`config.mk`:
```
export PLATFORM = sky130hd
export DESIGN_NAME = approx_mult_pipe
export DESIGN_NICKNAME = d
export VERILOG_FILES = /design/src/rtl/approx_mult_pkg.sv /design/src/rtl/lod_segment.sv /design/src/rtl/approx_mult_pipe.sv
export SDC_FILE = /design/constraint.sdc
export NUM_CORES = 2
export LEC_CHECK = 0
export CORE_UTILIZATION = 40
export DETAILED_ROUTE_END_ITERATION = 8
export MAX_ROUTING_LAYER = met4
export PLACE_DENSITY = 0.53
export SETUP_SLACK_MARGIN = 0.05
export SLEW_MARGIN = 10
export SYNTH_ARGS = -nofsm -noshare
export SYNTH_HDL_FRONTEND = slang
export SYNTH_HIERARCHICAL = 1
export SYNTH_SLANG_ARGS = --single-unit
```
`constraint.sdc`:
```
create_clock -name clk -period 17.2 [get_ports clk]
set_input_delay 1.72 -clock clk [delete_from_list [all_inputs] [get_ports clk]]
set_output_delay 1.72 -clock clk [all_outputs]
set_load 0.1 [all_outputs]
```
`src/rtl/approx_mult_pkg.sv`:
```
// ============================================================================
// Module  : approx_mult_pkg
// Brief   : Shared mode encodings, defaults and helpers for approx_mult_pipe.
// Revision: 1.0 - initial release
// ============================================================================
`default_nettype none

package approx_mult_pkg;

   localparam int DEF_WIDTH = 32;
   localparam int DEF_KMAX  = 8;

   typedef enum logic [1:0] {
      MODE_ADAPT = 2'b00,
      MODE_FIXED = 2'b01,
      MODE_EXACT = 2'b10,
      MODE_RSVD  = 2'b11
   } mode_e;

   function automatic int clog2(input int v);
      int r;
      for (r = 0; (1 << r) < v; r++) begin
      end
      return r;
   endfunction

endpackage

`default_nettype wire

```
`src/rtl/lod_segment.sv`:
```
// ============================================================================
// Module  : lod_segment
// Brief   : Leading-one detect and K-bit segment extraction for one operand.
// Revision: 1.0 - initial release
// ============================================================================
`default_nettype none

module lod_segment
   import approx_mult_pkg::*;
#(
   parameter int WIDTH = DEF_WIDTH,
   parameter int KMAX  = DEF_KMAX
) (
   input  logic [WIDTH-1:0]              operand_i,
   input  logic [clog2(WIDTH+1)-1:0]     k_i,
   output logic [WIDTH-1:0]              seg_o,
   output logic [clog2(WIDTH+1)-1:0]     sh_o,
   output logic                          trunc_o
);

   localparam int KW = clog2(WIDTH + 1);

   logic [WIDTH-1:0] smear;
   logic [KW-1:0]    cnt;
   logic [KW-1:0]    sh;

   // Smearing ones below the leading one turns the priority encode into a
   // population count: cnt = p + 1 for a nonzero operand, 0 otherwise.
   always_comb begin
      smear = operand_i;
      for (int i = 1; i < WIDTH; i = i * 2) begin
         smear = smear | (smear >> i);
      end
      cnt = '0;
      for (int i = 0; i < WIDTH; i++) begin
         cnt = cnt + KW'(smear[i]);
      end
      sh = (cnt > k_i) ? (cnt - k_i) : '0;
   end

   assign seg_o   = operand_i >> sh;
   assign sh_o    = sh;
   assign trunc_o = |(operand_i & ~({WIDTH{1'b1}} << sh));

endmodule

`default_nettype wire

```
`src/rtl/approx_mult_pipe.sv`:
```
// ============================================================================
// Module  : approx_mult_pipe
// Brief   : 3-stage leading-one-truncation approximate multiplier, valid/ready.
// Revision: 1.0 - initial release
// ============================================================================
`default_nettype none

module approx_mult_pipe
   import approx_mult_pkg::*;
#(
   parameter int WIDTH = DEF_WIDTH,
   parameter int KMAX  = DEF_KMAX
) (
   input  logic                 clk,
   input  logic                 rst,
   input  logic                 in_valid,
   output logic                 in_ready,
   input  logic [WIDTH-1:0]     in_a,
   input  logic [WIDTH-1:0]     in_b,
   input  logic [1:0]           in_mode,
   output logic                 out_valid,
   input  logic                 out_ready,
   output logic [2*WIDTH-1:0]   out_y,
   output logic                 out_exact
);

   localparam int KW = clog2(WIDTH + 1);
   localparam int PW = 2 * WIDTH;

   logic              en;
   logic [KW-1:0]     k_d;
   logic [WIDTH-1:0]  sega_d, segb_d;
   logic [KW-1:0]     sha_d, shb_d;
   logic              trunca_d, truncb_d;

   logic              s1_valid_q;
   logic [WIDTH-1:0]  s1_sega_q, s1_segb_q;
   logic [KW-1:0]     s1_sha_q, s1_shb_q;
   logic              s1_trunc_q;

   logic              s2_valid_q;
   logic [PW-1:0]     s2_prod_q;
   logic [KW:0]       s2_shtot_q;
   logic              s2_exact_q;

   logic              out_valid_q;
   logic [PW-1:0]     out_y_q;
   logic              out_exact_q;

   logic [PW-1:0]     prod_d;
   logic [KW:0]       shtot_d;
   logic              exact_d;

   assign en       = !out_valid_q || out_ready;
   assign in_ready = en;

   // Exact mode uses K = WIDTH, which makes the segment the whole operand.
   always_comb begin
      k_d = KW'(WIDTH);
      case (mode_e'(in_mode))
         MODE_ADAPT: begin
            if ((|in_a[WIDTH-1 -: 4]) || (|in_b[WIDTH-1 -: 4]))
               k_d = KW'(KMAX);
            else if ((|in_a[WIDTH-5 -: 4]) || (|in_b[WIDTH-5 -: 4]))
               k_d = KW'(KMAX - 1);
            else
               k_d = KW'(KMAX - 2);
         end
         MODE_FIXED: k_d = KW'(KMAX);
         default:    k_d = KW'(WIDTH);
      endcase
   end

   lod_segment #(.WIDTH(WIDTH), .KMAX(KMAX)) u_lod_a (
      .operand_i (in_a),
      .k_i       (k_d),
      .seg_o     (sega_d),
      .sh_o      (sha_d),
      .trunc_o   (trunca_d)
   );

   lod_segment #(.WIDTH(WIDTH), .KMAX(KMAX)) u_lod_b (
      .operand_i (in_b),
      .k_i       (k_d),
      .seg_o     (segb_d),
      .sh_o      (shb_d),
      .trunc_o   (truncb_d)
   );

   // A zero segment means a zero operand, so the product is exactly zero
   // regardless of truncation on the other side.
   assign prod_d  = {{WIDTH{1'b0}}, s1_sega_q} * {{WIDTH{1'b0}}, s1_segb_q};
   assign shtot_d = {1'b0, s1_sha_q} + {1'b0, s1_shb_q};
   assign exact_d = !s1_trunc_q || (s1_sega_q == '0) || (s1_segb_q == '0);

   always_ff @(posedge clk or posedge rst) begin
      if (rst) begin
         s1_valid_q  <= 1'b0;
         s1_sega_q   <= '0;
         s1_segb_q   <= '0;
         s1_sha_q    <= '0;
         s1_shb_q    <= '0;
         s1_trunc_q  <= 1'b0;
         s2_valid_q  <= 1'b0;
         s2_prod_q   <= '0;
         s2_shtot_q  <= '0;
         s2_exact_q  <= 1'b0;
         out_valid_q <= 1'b0;
         out_y_q     <= '0;
         out_exact_q <= 1'b0;
      end else if (en) begin
         s1_valid_q  <= in_valid;
         s2_valid_q  <= s1_valid_q;
         out_valid_q <= s2_valid_q;
         if (in_valid) begin
            s1_sega_q  <= sega_d;
            s1_segb_q  <= segb_d;
            s1_sha_q   <= sha_d;
            s1_shb_q   <= shb_d;
            s1_trunc_q <= trunca_d || truncb_d;
         end
         if (s1_valid_q) begin
            s2_prod_q  <= prod_d;
            s2_shtot_q <= shtot_d;
            s2_exact_q <= exact_d;
         end
         if (s2_valid_q) begin
            out_y_q     <= s2_prod_q << s2_shtot_q;
            out_exact_q <= s2_exact_q;
         end
      end
   end

   assign out_valid = out_valid_q;
   assign out_y     = out_y_q;
   assign out_exact = out_exact_q;

endmodule

`default_nettype wire

```
; Word level (Yosys, flattened, before mapping)
; Index checks and enable logic that the tools add are counted.
[word_totals]
output_inout_bits = 67
wordCells = 126
ff_bits = 217
input_bits = 70
[classes]
order_cmp = 2
eq_ne = 1
n_shift = 5
add_sub_neg = 65
n_mul = 1
n_bitwise = 14
muxes = 5
reduce_logical = 20
[op_table]
columns = cell, n
row1 = $add A6 B1 Y6, 60
row2 = $and A32 B32 Y32, 2
row3 = $logic_not A32 Y1, 2
row4 = $mul A32 B32 Y64, 1
row5 = $not A32 Y32, 2
row6 = $or A32 B16 Y32, 2
row7 = $or A32 B24 Y32, 2
row8 = $or A32 B28 Y32, 2
row9 = $or A32 B30 Y32, 2
row10 = $or A32 B31 Y32, 2
row11 = $reduce_or A32 Y1, 2
row12 = $shl A32 B6 Y32 const A, 2
row13 = $shl A64 B7 Y64, 1
row14 = $shr A32 B6 Y32, 2
row15 = $reduce_or A4 Y1, 4
row16 = $gt A6 B6 Y1, 2
row17 = $mux W6, 2
row18 = $pmux W6 S2, 1
row19 = $sub A6 B6 Y6, 2
row20 = $add A6 B6 Y7, 1
row21 = $logic_or A1 B1 Y1, 6
row22 = $reduce_and A2 Y1, 3
row23 = $add A1 B1 Y2, 2
row24 = $mux W4, 1
row25 = 4 further kinds, 5

; Logic depth before layout (Yosys ltp)
[depth]
word_depth = 43
depth_mapped = 37
depth_no_buf = 35

; Modules after synthesis
; Netlist, hierarchy kept.
[by_module_without_submodules]
columns = mod, seq_area_each_um2, n_inst, area_per_inst_um2, cells_each
row1 = approx_mult_pipe, 5430.2, 1, 44888.1, 4802
row2 = lod_segment (u_lod_b), 0.0, 1, 3507.1, 509
row3 = lod_segment (u_lod_a), 0.0, 1, 3308.2, 446

; Worst setup path before layout
; OpenSTA, ideal clock, no wires.
[synth_path]
path_type = in2reg
from = input in_b[30]
to = register s1_segb_q[0]
setup_time_ns = 0.125
t_required_ns = 17.075
arrival_ns = 10.981
cell_stages = 33
slack_ns = 6.094
path_cell_list = or4_4 or4_4 nand4b_4 or3_4 or4_4 buf_6 or3_1 fa_1 fa_1 fa_1 fa_1 inv_1 fa_1 inv_1 fa_1 ha_1 fa_1 a21o_1 a21oi_1 xnor2_1 ha_1 nand3_1 o211ai_1 nand2_1 clkinv_1 clkbuf_1 buf_2 mux2i_1 nand3_1 o2111ai_1 o21ai_0 a22o_1 mux2_2
[synth_between]
elab_chain_len = 39
word_cells_on_any_way = 44
[synth_rtl]
columns = element, line
row1 = start: declaration, approx_mult_pipe.sv:19  ; input logic [WIDTH-1:0] in_b,
row2 = $or A32 B31 Y32, lod_segment.sv:32  ; smear = smear | (smear >> i);
row3 = $or A32 B30 Y32, lod_segment.sv:32
row4 = $or A32 B28 Y32, lod_segment.sv:32
row5 = $or A32 B24 Y32, lod_segment.sv:32
row6 = $or A32 B16 Y32, lod_segment.sv:32
row7 = $add A1 B1 Y2, lod_segment.sv:36  ; cnt = cnt + KW'(smear[i]);
row8 = $add A6 B1 Y6 (30 in a row), lod_segment.sv:36
row9 = $sub A6 B6 Y6 or $gt A6 B6 Y1 (tied branches), lod_segment.sv:38  ; sh = (cnt > k_i) ? (cnt - k_i) : '0;
row10 = $mux W6 *, lod_segment.sv:38
row11 = named net shb_d[0], approx_mult_pipe.sv:33  ; logic [KW-1:0] sha_d, shb_d;
row12 = $shr A32 B6 Y32 *, lod_segment.sv:41  ; assign seg_o = operand_i >> sh;
row13 = named net segb_d[0], approx_mult_pipe.sv:32  ; logic [WIDTH-1:0] sega_d, segb_d;
row14 = end signal: assignment, approx_mult_pipe.sv:117  ; s1_segb_q <= segb_d;
row15 = end: declaration, approx_mult_pipe.sv:37  ; logic [WIDTH-1:0] s1_sega_q, s1_segb_q;
; The timed path passes the listed nets; every way through them passes the cells marked *.
; A chain may end at the register's enable or synchronous reset.

; Final worst setup path
[layout_path]
from = input in_a[30]
to = register s1_sega_q[6]
[layout_between]
elab_chain_len = 39
word_cells_on_any_way = 44
[layout_rtl]
columns = element, line
row1 = start: declaration, approx_mult_pipe.sv:18  ; input logic [WIDTH-1:0] in_a,
row2 = $or A32 B31 Y32, lod_segment.sv:32
row3 = $or A32 B30 Y32, lod_segment.sv:32
row4 = $or A32 B28 Y32, lod_segment.sv:32
row5 = $or A32 B24 Y32, lod_segment.sv:32
row6 = $or A32 B16 Y32, lod_segment.sv:32
row7 = $add A1 B1 Y2, lod_segment.sv:36
row8 = $add A6 B1 Y6 (30 in a row), lod_segment.sv:36
row9 = $sub A6 B6 Y6 or $gt A6 B6 Y1 (tied branches), lod_segment.sv:38
row10 = $mux W6 *, lod_segment.sv:38
row11 = named net sha_d[3], approx_mult_pipe.sv:33
row12 = $shr A32 B6 Y32 *, lod_segment.sv:41
row13 = named net sega_d[6], approx_mult_pipe.sv:32
row14 = end signal: assignment, approx_mult_pipe.sv:116  ; s1_sega_q <= sega_d;
row15 = end: declaration, approx_mult_pipe.sv:37
; Marked as above.

==> out/results.tsv <==
metric	value	unit
drc	0	
ys.flop_type	dfrtp_1	
reg2reg_from	s1_segb_q[6]$_DFFE_PP0P_	
initial_core_util	40.4	%
layout-drive-gt1-share	6.65	%
ys_seq_area_share	10.5	%
synth_top_area_share	36.7	%
reg2reg_depth	23	
tns	0	ps
r2r_slack	8620	ps
synth_top_area_cell	fa_1	
antenna_left	0	
viasPerCell	5.48	
grt_pass1_vias	42300	
syn_area	51700	um^2
track_usage	25.6	%
coreArea	128000	um^2
post-place-ws	4500	ps
cts.sinks	217	
post_cts_resized	0	
cts_max_path_buffers	3	
worstSetupPathType	input port to flip-flop	
grt_antenna_before_repair	10	
path_clk_slew	60	ps
gp_congestion	0.905	
crit_path_end_kind	flip-flop	
yosys_warnings	6	
dp_hpwl	122000	um
synth_cell_type_count	108	
die_h	362	um
routed_wl	160000	um
syn_area_per_cell	8.98	um^2
cpMostUsedCell	fa_1	
grt_pass1_wl	253000	um
port_buffers	136	
syn_inst	5757	
area_growth	6.76	%
maxSlewViolCount	0	
hold_buffers	0	
holdCritStartpoint	out_y[0]$_DFFE_PP0P_	
outcome	finished, final reports clean	
grt_overflow	0	
synth_area_leaders	fa_1 (37%), dfrtp_1 (11%), ha_1 (7.1%)	
max_clock_freq	81.4	MHz
vias	40100	
worst_ep_arrival_time	12790	ps
cts_max_level	1	
r2r_end	s2_prod_q[61]$_DFFE_PP0P_	
async_reset_ff_share	100	%
fin_worst_skew	19.4	ps
slew_headroom	25.8	%
cp-start-kind	input port	
initialDrtViolationCount	2920	
die_x	362	um
min_period_over_period	71.4	%
rsz0062_at_grt	no	
cts_made_buffers	27	
hold_slack	477	ps
timing.final.hold_violations	0	
nets	6944	
worstPathRequired	17710	ps
dieArea	131000	um^2
cap_viol_max_count	0	
tightest_slew	1110	ps
min_path_cells	2	
placementRows	131	
finalCriticalPeriod	12280	ps
min_to	out_y[0]$_DFFE_PP0P_	
ios	137	
cts_root_buf	clkbuf_16	
hold_class	flip-flop to flip-flop	
ys_ff_latch	217	
grt_max_degree	114	
tritoncts	yes	
max_stage_delay	800	ps
fin_ws	4920	ps
synth_edf_count	0	
post-cts-setup-buffer-count	0	
setup_violations	0	
worst-path-max-fanout	26	
clk_latency	580	ps
first_pass_iters	6	
wl_per_cell	21.9	um
cpMaxStageDelayCell	nand2_1	
==> critical path, delay by kind of cell <==
kind | cells | cell delay (ps)
muxes | 1 | 170
adders and majority gates | 9 | 3780
and+or+nand+nor | 12 | 4430
xor gates and xnor gates | 1 | 90
buffers and inverters | 5 | 1360
AOI/OAI and AO/OA | 5 | 1190
==> how the worst max path moves through the flow <==
| stage | from | to | slack, ps | cells after the start |
|---|---|---|---|---|
| global route | in_a[30] | s1_sega_q[6]$_DFFE_PP0P_ | 4370 | 33 |
| CTS | in_a[30] | s1_sega_q[6]$_DFFE_PP0P_ | 5090 | 33 |
| floorplan | in_b[30] | s1_segb_q[0]$_DFFE_PP0P_ | 6090 | 33 |
| global placement | in_a[30] | s1_sega_q[6]$_DFFE_PP0P_ | 4610 | 33 |
| detailed placement | in_a[30] | s1_sega_q[6]$_DFFE_PP0P_ | 4500 | 33 |
| finish | in_a[30] | s1_sega_q[6]$_DFFE_PP0P_ | 4920 | 33 |
==> area by class of cell <==
| cell class | instances | area, um^2 |
|---|---|---|
| timing repair buffer | 213 | 1940 |
| inverter | 965 | 3630 |
| multi-input combinational | 4208 | 41200 |
| clock inverter | 14 | 129 |
| sequential | 217 | 5460 |
| clock buffer | 35 | 746 |
| fill | 12900 | 72600 |
| tap | 1662 | 2080 |
| antenna | 3 | 7.51 |
==> cells in the mapped netlist, drive strengths merged (29+ instances only) <==
cell type and number:
a211oi 32, a21o 42, a21oi 155, a31oi 37
and2 587, buf 55, clkbuf 313, dfrtp 217
fa 947, ha 295, inv 963, mux2 112
mux2i 162, mux4 54, nand2 888, nand3 48
nor2 139, nor3 32, nor4 33, o21ai 179
o22ai 29, xnor2 43
==> stage by stage <==
step	utilization [%]	std cells	area, um^2
6_report	43.2	7317	55200
3_5_place_dp	42.5	7265	54300
4_1_cts	43.2	7314	55200
3_3_place_gp	42.5	7265	54300
2_1_floorplan	-	5758	51700
5_1_grt	43.2	7314	55200
==> placed cells by master (no fill, tap or decap), types with 77 or more instances in the layout <==
cell and count:
dfrtp_1 196, clkdlybuf4s50_1 136, nor2_1 138, nand2_1 883, fa_1 947, ha_1 295
and2_1 586, a21oi_1 154, inv_1 959, mux2_2 112, buf_4 77, o21ai_0 172
mux2i_1 162
==> state kept, by name, indices dropped and copies added (netlist names) <==
name	cells
out_y	64
s2_prod_q	64
s1_sega_q	32
s1_segb_q	32
s2_shtot_q	7
s1_sha_q	6
s1_shb_q	6
out_exact	1
out_valid	1
s1_trunc_q	1
s1_valid_q	1
s2_exact_q	1
s2_valid_q	1
==> cell families after synthesis <==
logic type | Yosys count | synth area share, %
buf+inv | 1333 | 9.86
simple gates | 1876 | 18.0
compound gates | 692 | 8.79
flops | 217 | 10.5
other cells | 1 | 0.00725
fa+ha+maj | 1242 | 43.8
mux | 328 | 7.93
xor+xnor | 68 | 1.15
==> per-layer routing <==
metal / routed length (um) / GRT usage [%] / vias up
li1: - / - / 17900
met1: 68700 / 33.7 / 20600
met2: 77200 / 41.8 / 1306
met3: 8930 / 2.76 / 284
met4: 5390 / 7.69 / 0
met5: 0 / - / -
Power is left out: the tool's default activity adds up to more than one toggle a clock period on the data nets, which glitch-free logic cannot reach.
